`src/rtl/pipe_pkg.sv`:
```
// Shared definitions for the MIPS inter-stage pipeline registers.
package pipe_pkg;

    // Encoding of eret. Decode raises in_exempt for it so that an
    // interrupt clear does not squash it.
    localparam logic [31:0] ERET_INSTR = 32'h42000018;

    // Occupancy encodings of a pipeline stage register.
    localparam logic [1:0] ST_EMPTY = 2'd0;
    localparam logic [1:0] ST_ONE   = 2'd1;
    localparam logic [1:0] ST_TWO   = 2'd2;

    typedef enum logic [1:0] {
        STATE_EMPTY = ST_EMPTY,
        STATE_ONE   = ST_ONE,
        STATE_TWO   = ST_TWO
    } stage_state_e;

    // Field offsets inside the D/E payload. The pc8 field sits above the
    // four 32-bit words when a stage carries it, which widens DATA_W to 160.
    localparam int REG2_LSB   = 0;
    localparam int REG1_LSB   = 32;
    localparam int EXTIMM_LSB = 64;
    localparam int INSTR_LSB  = 96;
    localparam int PC8_LSB    = 128;

    // True when an instruction word is eret.
    function automatic logic isEret(input logic [31:0] instr);
        return instr == ERET_INSTR;
    endfunction

endpackage

```
`src/rtl/pipe_entry.sv`:
```
// One {valid, exempt, data} slot of a stage register. Clearing zeroes the
// payload except for KEEP_MASK bits, which either hold or take keep_data_i.
module pipe_entry
    import pipe_pkg::*;
#(
    parameter int              DATA_W    = 128,
    parameter logic [DATA_W-1:0] KEEP_MASK = '0
) (
    input  logic              clk,
    input  logic              reset,
    input  logic              load_i,
    input  logic              clear_i,
    input  logic              keep_load_i,
    input  logic              exempt_i,
    input  logic [DATA_W-1:0] data_i,
    input  logic [DATA_W-1:0] keep_data_i,
    output logic              valid_o,
    output logic              exempt_o,
    output logic [DATA_W-1:0] data_o
);

    logic              valid_q,  valid_d;
    logic              exempt_q, exempt_d;
    logic [DATA_W-1:0] data_q,   data_d;

    // Next slot contents: clear wins over load, otherwise hold.
    always_comb begin
        valid_d  = valid_q;
        exempt_d = exempt_q;
        data_d   = data_q;
        if (clear_i) begin
            valid_d  = 1'b0;
            exempt_d = 1'b0;
            data_d   = (keep_load_i ? keep_data_i : data_q) & KEEP_MASK;
        end else if (load_i) begin
            valid_d  = 1'b1;
            exempt_d = exempt_i;
            data_d   = data_i;
        end
    end

    // Slot register; reset wipes everything including kept bits.
    always_ff @(posedge clk) begin
        if (reset) begin
            valid_q  <= 1'b0;
            exempt_q <= 1'b0;
            data_q   <= '0;
        end else begin
            valid_q  <= valid_d;
            exempt_q <= exempt_d;
            data_q   <= data_d;
        end
    end

    assign valid_o  = valid_q;
    assign exempt_o = exempt_q;
    assign data_o   = data_q;

endmodule

```
`src/rtl/pipe_stage_reg.sv`:
```
// Inter-stage pipeline register with a 2-entry skid buffer, flush,
// interrupt clear with eret exemption, and a saturating bubble counter.
module pipe_stage_reg
    import pipe_pkg::*;
#(
    parameter int                DATA_W    = 128,
    parameter logic [DATA_W-1:0] KEEP_MASK = {DATA_W{1'b0}},
    parameter int                CNT_W     = 16
) (
    input  logic              clk,
    input  logic              reset,
    input  logic              flush,
    input  logic              intclr,
    input  logic              in_valid,
    output logic              in_ready,
    input  logic [DATA_W-1:0] in_data,
    input  logic              in_exempt,
    output logic              out_valid,
    input  logic              out_ready,
    output logic [DATA_W-1:0] out_data,
    output logic              out_exempt,
    output logic [CNT_W-1:0]  bubble_cnt,
    input  logic              bubble_clr
);

    logic              mainValid, mainExempt;
    logic [DATA_W-1:0] mainData;
    logic              skidValid, skidExempt;
    logic [DATA_W-1:0] skidData;

    logic              mainNextValid, mainNextExempt;
    logic [DATA_W-1:0] mainNextData;
    logic              skidNextValid, skidNextExempt;
    logic [DATA_W-1:0] skidNextData;

    logic              c0Valid, c0Exempt, c1Valid, c1Exempt;
    logic [DATA_W-1:0] c0Data, c1Data;
    logic              accept, dequeue, inKept;

    logic              inReady_q, inReady_d;
    logic [CNT_W-1:0]  bubbleCnt_q, bubbleCnt_d;
    stage_state_e      state;

    // Occupancy derived from the two valid bits (skid valid implies main valid).
    always_comb begin
        state = STATE_EMPTY;
        if (mainValid && skidValid) state = STATE_TWO;
        else if (mainValid)         state = STATE_ONE;
    end

    // Next contents of both slots: dequeue first, then drop non-exempt
    // entries on intclr, compact survivors and the incoming beat toward main,
    // and finally let flush wipe everything.
    always_comb begin
        accept   = in_valid && inReady_q;
        dequeue  = mainValid && out_ready;
        inKept   = accept && (!intclr || in_exempt);

        c0Valid  = 1'b0;
        c0Exempt = 1'b0;
        c0Data   = '0;
        c1Valid  = 1'b0;
        c1Exempt = 1'b0;
        c1Data   = '0;
        case (state)
            STATE_ONE: begin
                if (!dequeue) begin
                    c0Valid = 1'b1; c0Exempt = mainExempt; c0Data = mainData;
                end
            end
            STATE_TWO: begin
                if (dequeue) begin
                    c0Valid = 1'b1; c0Exempt = skidExempt; c0Data = skidData;
                end else begin
                    c0Valid = 1'b1; c0Exempt = mainExempt; c0Data = mainData;
                    c1Valid = 1'b1; c1Exempt = skidExempt; c1Data = skidData;
                end
            end
            default: ;
        endcase

        if (intclr) begin
            c0Valid = c0Valid && c0Exempt;
            c1Valid = c1Valid && c1Exempt;
        end

        mainNextValid  = 1'b0;
        mainNextExempt = 1'b0;
        mainNextData   = '0;
        skidNextValid  = 1'b0;
        skidNextExempt = 1'b0;
        skidNextData   = '0;
        if (c0Valid) begin
            mainNextValid = 1'b1; mainNextExempt = c0Exempt; mainNextData = c0Data;
            if (c1Valid) begin
                skidNextValid = 1'b1; skidNextExempt = c1Exempt; skidNextData = c1Data;
            end else if (inKept) begin
                skidNextValid = 1'b1; skidNextExempt = in_exempt; skidNextData = in_data;
            end
        end else if (c1Valid) begin
            mainNextValid = 1'b1; mainNextExempt = c1Exempt; mainNextData = c1Data;
            if (inKept) begin
                skidNextValid = 1'b1; skidNextExempt = in_exempt; skidNextData = in_data;
            end
        end else if (inKept) begin
            mainNextValid = 1'b1; mainNextExempt = in_exempt; mainNextData = in_data;
        end

        if (flush) begin
            mainNextValid = 1'b0;
            skidNextValid = 1'b0;
        end

        inReady_d = !skidNextValid;
    end

    pipe_entry #(.DATA_W(DATA_W), .KEEP_MASK(KEEP_MASK)) uMain (
        .clk         (clk),
        .reset       (reset),
        .load_i      (mainNextValid),
        .clear_i     (!mainNextValid),
        .keep_load_i (flush && in_valid),
        .exempt_i    (mainNextExempt),
        .data_i      (mainNextData),
        .keep_data_i (in_data),
        .valid_o     (mainValid),
        .exempt_o    (mainExempt),
        .data_o      (mainData)
    );

    pipe_entry #(.DATA_W(DATA_W), .KEEP_MASK(KEEP_MASK)) uSkid (
        .clk         (clk),
        .reset       (reset),
        .load_i      (skidNextValid),
        .clear_i     (!skidNextValid),
        .keep_load_i (1'b0),
        .exempt_i    (skidNextExempt),
        .data_i      (skidNextData),
        .keep_data_i ({DATA_W{1'b0}}),
        .valid_o     (skidValid),
        .exempt_o    (skidExempt),
        .data_o      (skidData)
    );

    // Bubble counter: clear wins, otherwise count empty cycles up to all-ones.
    always_comb begin
        bubbleCnt_d = bubbleCnt_q;
        if (bubble_clr)                              bubbleCnt_d = '0;
        else if (!mainValid && bubbleCnt_q != '1)    bubbleCnt_d = bubbleCnt_q + CNT_W'(1);
    end

    // Registered ready and bubble count so upstream never sees an in-to-out path.
    always_ff @(posedge clk) begin
        if (reset) begin
            inReady_q   <= 1'b1;
            bubbleCnt_q <= '0;
        end else begin
            inReady_q   <= inReady_d;
            bubbleCnt_q <= bubbleCnt_d;
        end
    end

    assign in_ready   = inReady_q;
    assign out_valid  = mainValid;
    assign out_data   = mainData;
    assign out_exempt = mainExempt;
    assign bubble_cnt = bubbleCnt_q;

    // A stalled upstream beat must be held steady until it is taken.
    stallHold: assert property (@(posedge clk) disable iff (reset)
        (in_valid && !in_ready && !flush && !intclr) |=> (in_valid && $stable(in_data)));

endmodule
```
`config.mk`:
```
export PLATFORM = sky130hd
export DESIGN_NAME = pipe_stage_reg
export DESIGN_NICKNAME = d
export VERILOG_FILES = /design/src/rtl/pipe_pkg.sv /design/src/rtl/pipe_entry.sv /design/src/rtl/pipe_stage_reg.sv
export SDC_FILE = /design/constraint.sdc
export NUM_CORES = 1
export LEC_CHECK = 0
export CORE_MARGIN = 4
export CORE_UTILIZATION = 52
export DETAILED_ROUTE_END_ITERATION = 6
export HOLD_SLACK_MARGIN = 0.08
export PLACE_DENSITY = 0.81
export RECOVER_POWER = 100
export SKIP_LAST_GASP = 1
export SLEW_MARGIN = 20
export SYNTH_ARGS = -nofsm -noshare
export SYNTH_HDL_FRONTEND = slang
export SYNTH_SLANG_ARGS = --single-unit
```
`constraint.sdc`:
```
create_clock -name clk -period 2.45 [get_ports clk]
set_clock_uncertainty 0.15 [all_clocks]
set_input_delay 0.49 -clock clk [delete_from_list [all_inputs] [get_ports clk]]
set_output_delay 0.49 -clock clk [all_outputs]
set_load 0.02 [all_outputs]
```
==> flow_summary_export.csv, run 1 <==
group,metric,value,unit
floorplanning,die_h,168,um
sta,setup_viol,0,
power,leakagePower,0.00696,uW
power,p_sw_frac,0.224,
detailed_routing,firstDrtPassIters,5,
worst_setup_path,r2r_start,"uSkid.valid_o",
power,p_seq_frac,0.432,
detailed_routing,vias,13736,
sta,tns,0,ns
placed_design,finalWeightedCongestion,0.848,
min_path,worstHoldPathType,"flip-flop to flip-flop",
synth,ys_warn_count,0,
worst_setup_path,crit_required,1.81,ns
global_route,grt_pass1_wl,65000,um
synth,synth_nets,1849,
final_layout,multi_input_area,6780,um2
worst_setup_path,cp_max_fo,4,
final_layout,final_area,17900,um2
clock_tree,cts_tree,"yes",
floorplanning,fp-row-count,58,
worst_setup_path,slowest_stage,"dlygate4sd3_1",
floorplanning,pin_count,283,
worst_setup_path,crit_path_start,"uMain.exempt_o",
worst_setup_path,crit_end,"out_exempt",
power,power_frac_clock,0.482,
sta,slew_violations,0,
final_layout,syn_to_final_growth,33.8,%
worst_setup_path,r2r_cells,7,
sta,final_hold_viol_count,0,
worst_setup_path,cp.arrival,1.71,ns
synth,netlist_instances,1712,
power,max-vdd-ir-drop,535,uV
clock_tree,cts_max_level,1,
final_layout,fin_cells,2267,
worst_setup_path,cp_top_family,"buffers and inverters",
clock_tree,clock_sinks,277,
clock_tree,root_buffer,"clkbuf_16",
worst_setup_path,timing.reg2reg.setup_slack,0.27,ns
global_route,antenna_found_initial,6,
placed_design,placedCellCount,2207,
synth,synth_area,13300,um2
synth,synthArstFlopShare,0,
detailed_routing,via_per_inst,6.06,
global_route,grt_pass1_vias,12864,
power,power.net_switching,2370,uW
power,powerDensity,592,nW/um2
worst_setup_path,crit_cells,1,
worst_setup_path,cp_cell_sequence,"dlygate4sd3_1",
floorplanning,core_area,25200,um2
clock_tree,clk_pin_slew,0.06,ns
worst_setup_path,r2r-end,"uSkid.data_o[88]",
floorplanning,die_w,168,um
placed_design,io_buffers,282,
synth,ys_seq_elements,277,
final_layout,final_layout_size_suffix_gt1_frac,0.0771,
final_layout,regArea,5550,um2
sta,hold_ws,0.313,ns
placed_design,dpl_cell_area,16800,um2
clock_tree,clkLatencyLatePin,0.55,ns
global_route,grt_use_total,0.269,
detailed_routing,drt_iter0_markers,1660,
min_path,min_from,"uSkid.data_o[105]",
final_layout,final_core_util,0.709,
worst_setup_path,cpPeakStageDelay,0.77,ns
global_route,grt_max_degree,87,
sta,slew_headroom,0.654,
power,internal_power,8200,uW
power,combPwrFrac,0.087,
run,maxCapViolCount,0,
floorplanning,die-area,28300,um2
synth,ys_seq_area_frac,0.416,
sta,tightest_slew,0.513,ns
outcome,status,"finished, final reports clean",
synth,synth.avg_cell_area,7.79,um2
worst_setup_path,critPathKind,"flip-flop to output port",
synth,ys_types,52,
clock_tree,numCtsBuffers,30,
detailed_routing,drcViolationCount,0,
detailed_routing,drtAntennaViolNets,0,
final_layout,nNetsFinal,2046,
clock_tree,clk_path_buf_depth,3,
detailed_routing,routed_wl,40500,um
sta,fin_crit,2.35,ns
sta,rsz0062_at_grt,"no",
worst_setup_path,endpoint_kind,"output port",
worst_setup_path,worstSetupStartpointType,"flip-flop",
global_route,grt_remaining_overflow,0,
detailed_routing,wl_per_cell,17.9,um
placed_design,place_hpwl,25900,um
clock_tree,cts_hold_buf,0,
synth,ys.flop_type,"dfxtp_1",
floorplanning,start_util,0.530,
synth,synth_edf_count,0,
final_layout,nFillCells,1914,
sta,fmax,0.425,GHz
sta,fin_crit_sh,0.961,
worst_setup_path,crit_buf_inv,1,
worst min path at each step:
stage	endpoint	slack, ns	cells after the start
6_report	uSkid.data_o[105]	0.31	2
5_1_grt	uSkid.data_o[105]	0.33	2
4_1_cts	uSkid.data_o[105]	0.31	2
3_5_place_dp	uSkid.data_o[105]	0.31	2
3_3_place_gp	uSkid.data_o[100]	0.30	2
2_1_floorplan	uSkid.data_o[100]	0.29	2
synthesized netlist by cell type (2+ instances only):
| master | n | area, um2 |
|---|---|---|
| buf_6 | 14 | 158 |
| buf_4 | 13 | 97.6 |
| nand3b_1 | 2 | 15.0 |
| o21ai_0 | 66 | 330 |
| inv_2 | 2 | 7.51 |
| or2_2 | 2 | 12.5 |
| and3_1 | 78 | 488 |
| buf_2 | 98 | 490 |
| nand4_1 | 8 | 50.1 |
| nand3_1 | 262 | 1310 |
| a31oi_1 | 77 | 482 |
| nor3b_1 | 2 | 15.0 |
| nand2_1 | 197 | 739 |
| nand2b_1 | 4 | 25.0 |
| clkbuf_1 | 71 | 267 |
| a21oi_1 | 130 | 651 |
| dfxtp_1 | 277 | 5550 |
| nor2_1 | 170 | 638 |
| xor2_1 | 13 | 114 |
| o21ai_1 | 11 | 55.1 |
| and2_1 | 3 | 18.8 |
| o221ai_1 | 52 | 455 |
| o211a_1 | 52 | 521 |
| and4_1 | 3 | 26.3 |
| a211oi_1 | 76 | 571 |
| buf_1 | 3 | 11.3 |
cell families after synthesis:
group           synth area share
xor+xnor                 0.00919
buf+inv                   0.0779
mux                     0.000750
flops                      0.416
compound gates             0.238
simple gates               0.257
fa+ha+maj               0.000938
sequential cells by signal (all words and copies together), names as in the netlist:
register	flops
bubble_cnt	16
uSkid.valid_o	1
uSkid.data_o	128
uMain.data_o	128
uSkid.exempt_o	1
uMain.valid_o	1
in_ready	1
uMain.exempt_o	1
layer usage:
layer | share of wire | track usage | up-vias | wire length, um
li1 | - | - | 6575 | -
met1 | 0.41 | 0.352 | 6461 | 16500
met2 | 0.47 | 0.436 | 582 | 19100
met3 | 0.081 | 0.0526 | 114 | 3270
met4 | 0.039 | 0.115 | 4 | 1560
met5 | 0.00074 | 0 | - | 30
power groups by stage:
stage               clock (uW)  combinational, uW  sequential (uW)
floorplan                    0                397             4700
finish                    5090                916             4560
detailed placement           0                923             4660
global route              5320                980             4570
global placement             0                915             4660
CTS                       5150                929             4560
final cells by class:
class,count,area share
sequential,277,0.311
inverter,3,0.000631
antenna,4,0.000561
timing repair buffer,365,0.222
clock inverter,16,0.0146
tap,330,0.0231
multi-input combinational,1232,0.380
clock buffer,40,0.0487
per-stage QoR:
step / power (uW) / worst slack [ns]
after global routing: 10900 / 0.0609
final: 10600 / 0.0966
after floorplan: 5100 / 0.527
after global placement: 5580 / -0.0313
after CTS: 10600 / 0.151
after detailed placement: 5590 / -0.0935
layout by cell type, fill, tap and decap left out, types with 4 or more instances in the layout:
cell type / count
dfxtp_1: 277
nand3_1: 261
nand2_1: 196
nor2_1: 170
dlygate4sd3_1: 146
clkdlybuf4s50_1: 135
a21oi_1: 130
and3_1: 78
a31oi_1: 77
a211oi_1: 76
o21ai_0: 66
o221ai_1: 52
o211a_1: 52
buf_12: 43
clkbuf_16: 31
buf_4: 30
xor2_1: 13
o21ai_1: 12
nand4_1: 8
clkinv_2: 7
bufinv_16: 7
clkbuf_1: 7
clkbuf_8: 6
diode_2: 4
nand2b_1: 4
clkbuf_2: 4
tightest hold or removal path, delay by kind of cell, from the launching register on:
| family | cells | cell delay, ns |
|---|---|---|
| and+or+nand+nor | 1 | 0.06 |
| AOI/OAI and AO/OA | 1 | 0.05 |
| DFF | 1 | 0.31 |
repair_timing:
action | 4_1_cts | 5_1_grt
endpoints found under the setup margin | 1 | 0
buffers inserted | 0 | 0
endpoints found under the hold margin | 0 | 0
resized for setup | 1 | 0
(Power assumes the default switching activity.)
==> inputs of run 2 (changes only) <==
--- a/config.mk
+++ b/config.mk
@@ -9,2 +9,3 @@
 export CORE_UTILIZATION = 52
+export CTS_CLUSTER_SIZE = 25
 export DETAILED_ROUTE_END_ITERATION = 6
==> constraint.sdc (replaced) <==
create_clock -name clk -period 2.45 [get_ports clk]
set_clock_uncertainty 0.15 [all_clocks]
set_input_delay 0.245 -clock clk [delete_from_list [all_inputs] [get_ports clk]]
set_output_delay 0.245 -clock clk [all_outputs]
set_load 0.02 [all_outputs]
==> flow_summary_export.csv, run 2 (synthesized netlist as in run 1, its figures left out) <==
group,metric,value,unit
detailed_routing,via_per_inst,6.12,
final_layout,final_area,17200,um2
min_path,worstHoldPathType,"primary input to flip-flop",
worst_setup_path,worstSetupStartpointType,"flip-flop",
sta,tns,0,ns
placed_design,io_buffers,282,
clock_tree,cts_max_level,1,
sta,fin_crit,2.22,ns
clock_tree,cts_tree,"yes",
worst_setup_path,cp_cell_sequence,"dlygate4sd3_1",
worst_setup_path,cp_max_fo,7,
detailed_routing,routed_wl,40300,um
final_layout,syn_to_final_growth,28.6,%
power,max-vdd-ir-drop,417,uV
final_layout,regArea,5550,um2
clock_tree,root_buffer,"clkbuf_16",
global_route,grt_pass1_wl,64600,um
floorplanning,start_util,0.530,
clock_tree,postCtsSetupBuffers,0,
global_route,grt_max_degree,140,
detailed_routing,drtAntennaViolNets,0,
final_layout,nNetsFinal,2006,
floorplanning,die_w,168,um
sta,rsz0062_at_grt,"no",
final_layout,multi_input_area,6790,um2
global_route,grt_use_total,0.268,
clock_tree,cts_hold_buf,0,
run,maxCapViolCount,0,
sta,fin_crit_sh,0.904,
final_layout,final_layout_size_suffix_gt1_frac,0.0540,
detailed_routing,vias,13610,
sta,setup_viol,0,
detailed_routing,drt_iter0_markers,1687,
sta,final_hold_viol_count,0,
final_layout,layout_commonest_cell,"dfxtp_1",
clock_tree,clock_sinks,277,
worst_setup_path,critPathKind,"flip-flop to output port",
worst_setup_path,cp.arrival,1.82,ns
final_layout,nFillCells,2063,
power,leakagePower,0.00660,uW
floorplanning,die-area,28300,um2
floorplanning,core_area,25200,um2
clock_tree,numCtsBuffers,29,
outcome,status,"finished, final reports clean",
detailed_routing,drcViolationCount,0,
global_route,grt_pass1_vias,12488,
placed_design,place_hpwl,24100,um
sta,slew_headroom,0.569,
sta,slew_violations,0,
placed_design,finalWeightedCongestion,0.858,
sta,fmax,0.451,GHz
placed_design,dpl_cell_area,16300,um2
detailed_routing,firstDrtPassIters,6,
worst_setup_path,crit_buf_inv,1,
global_route,antenna_found_initial,5,
worst_setup_path,cpPeakStageDelay,0.79,ns
worst_setup_path,cp_top_family,"buffers and inverters",
clock_tree,clk_pin_slew,0.06,ns
final_layout,mostFrequentLayoutCells,"dfxtp_1, nand3_1, nand2_1",
worst_setup_path,crit_required,2.06,ns
clock_tree,cts-resized-gates,0,
global_route,grt_remaining_overflow,0,
clock_tree,clk_path_buf_depth,3,
sta,tightest_slew,0.646,ns
floorplanning,pin_count,283,
power,powerDensity,570,nW/um2
clock_tree,clkLatencyLatePin,0.54,ns
floorplanning,die_h,168,um
floorplanning,fp-row-count,58,
worst_setup_path,slowest_stage,"dlygate4sd3_1",
detailed_routing,wl_per_cell,18.1,um
worst_setup_path,endpoint_kind,"output port",
-- run 2: layout make-up --
class | count | area share
antenna | 5 | 0.000729
clock buffer | 43 | 0.0500
clock inverter | 7 | 0.00379
inverter | 3 | 0.000657
multi-input combinational | 1232 | 0.396
sequential | 277 | 0.323
tap | 330 | 0.0241
timing repair buffer | 326 | 0.202
-- run 2: worst paths after layout --
| kind | slack [ns] | from | to | cells past startpoint |
|---|---|---|---|---|
| min reg2reg | 0.31 | uSkid.data_o[85] | uSkid.data_o[85] | 2 |
| max | 0.23 | uMain.valid_o | out_valid | 1 |
| max reg2reg | 0.24 | uMain.valid_o | uMain.data_o[65] | 6 |
| min | 0.15 | in_data[73] | uSkid.data_o[73] | 3 |
-- run 2: worst reg2reg max path, cell delays in order (launching register included) --
cell	delay [ns]
dfxtp_1	0.50
nor2b_4	0.29
nand3_4	0.11
clkbuf_4	0.40
and3_1	0.34
o21ai_0	0.20
a211oi_1	0.10
-- run 2: metrics by stage --
stage | worst slack, ns | cells | hold slack, ns | utilization | total power (uW)
finish | 0.234 | 2223 | 0.148 | 0.681 | 9770
global route | 0.0857 | 2223 | 0.156 | 0.681 | 10100
CTS | 0.260 | 2218 | 0.132 | 0.682 | 9840
detailed placement | 0.0526 | 2168 | 0.306 | 0.646 | 5560
global placement | 0.136 | 2168 | 0.300 | 0.646 | 5550
floorplan | 0.527 | 1712 | 0.214 | - | 5100
-- run 2: routing by layer --
layer | up-vias | GRT usage | part of all wire
met5 | - | 0 | 0
met1 | 6420 | 0.358 | 0.42
met2 | 626 | 0.438 | 0.47
li1 | 6491 | - | -
met3 | 73 | 0.0542 | 0.084
met4 | 0 | 0.0843 | 0.027
-- run 2: where the power goes --
group          internal (uW)  switching [uW]  total (uW)  leakage [uW]
registers               4540            23.9        4560       0.00223
clock network           2510            1810        4320      0.000452
logic                    422             467         889       0.00391
total                   7470            2300        9770       0.00660
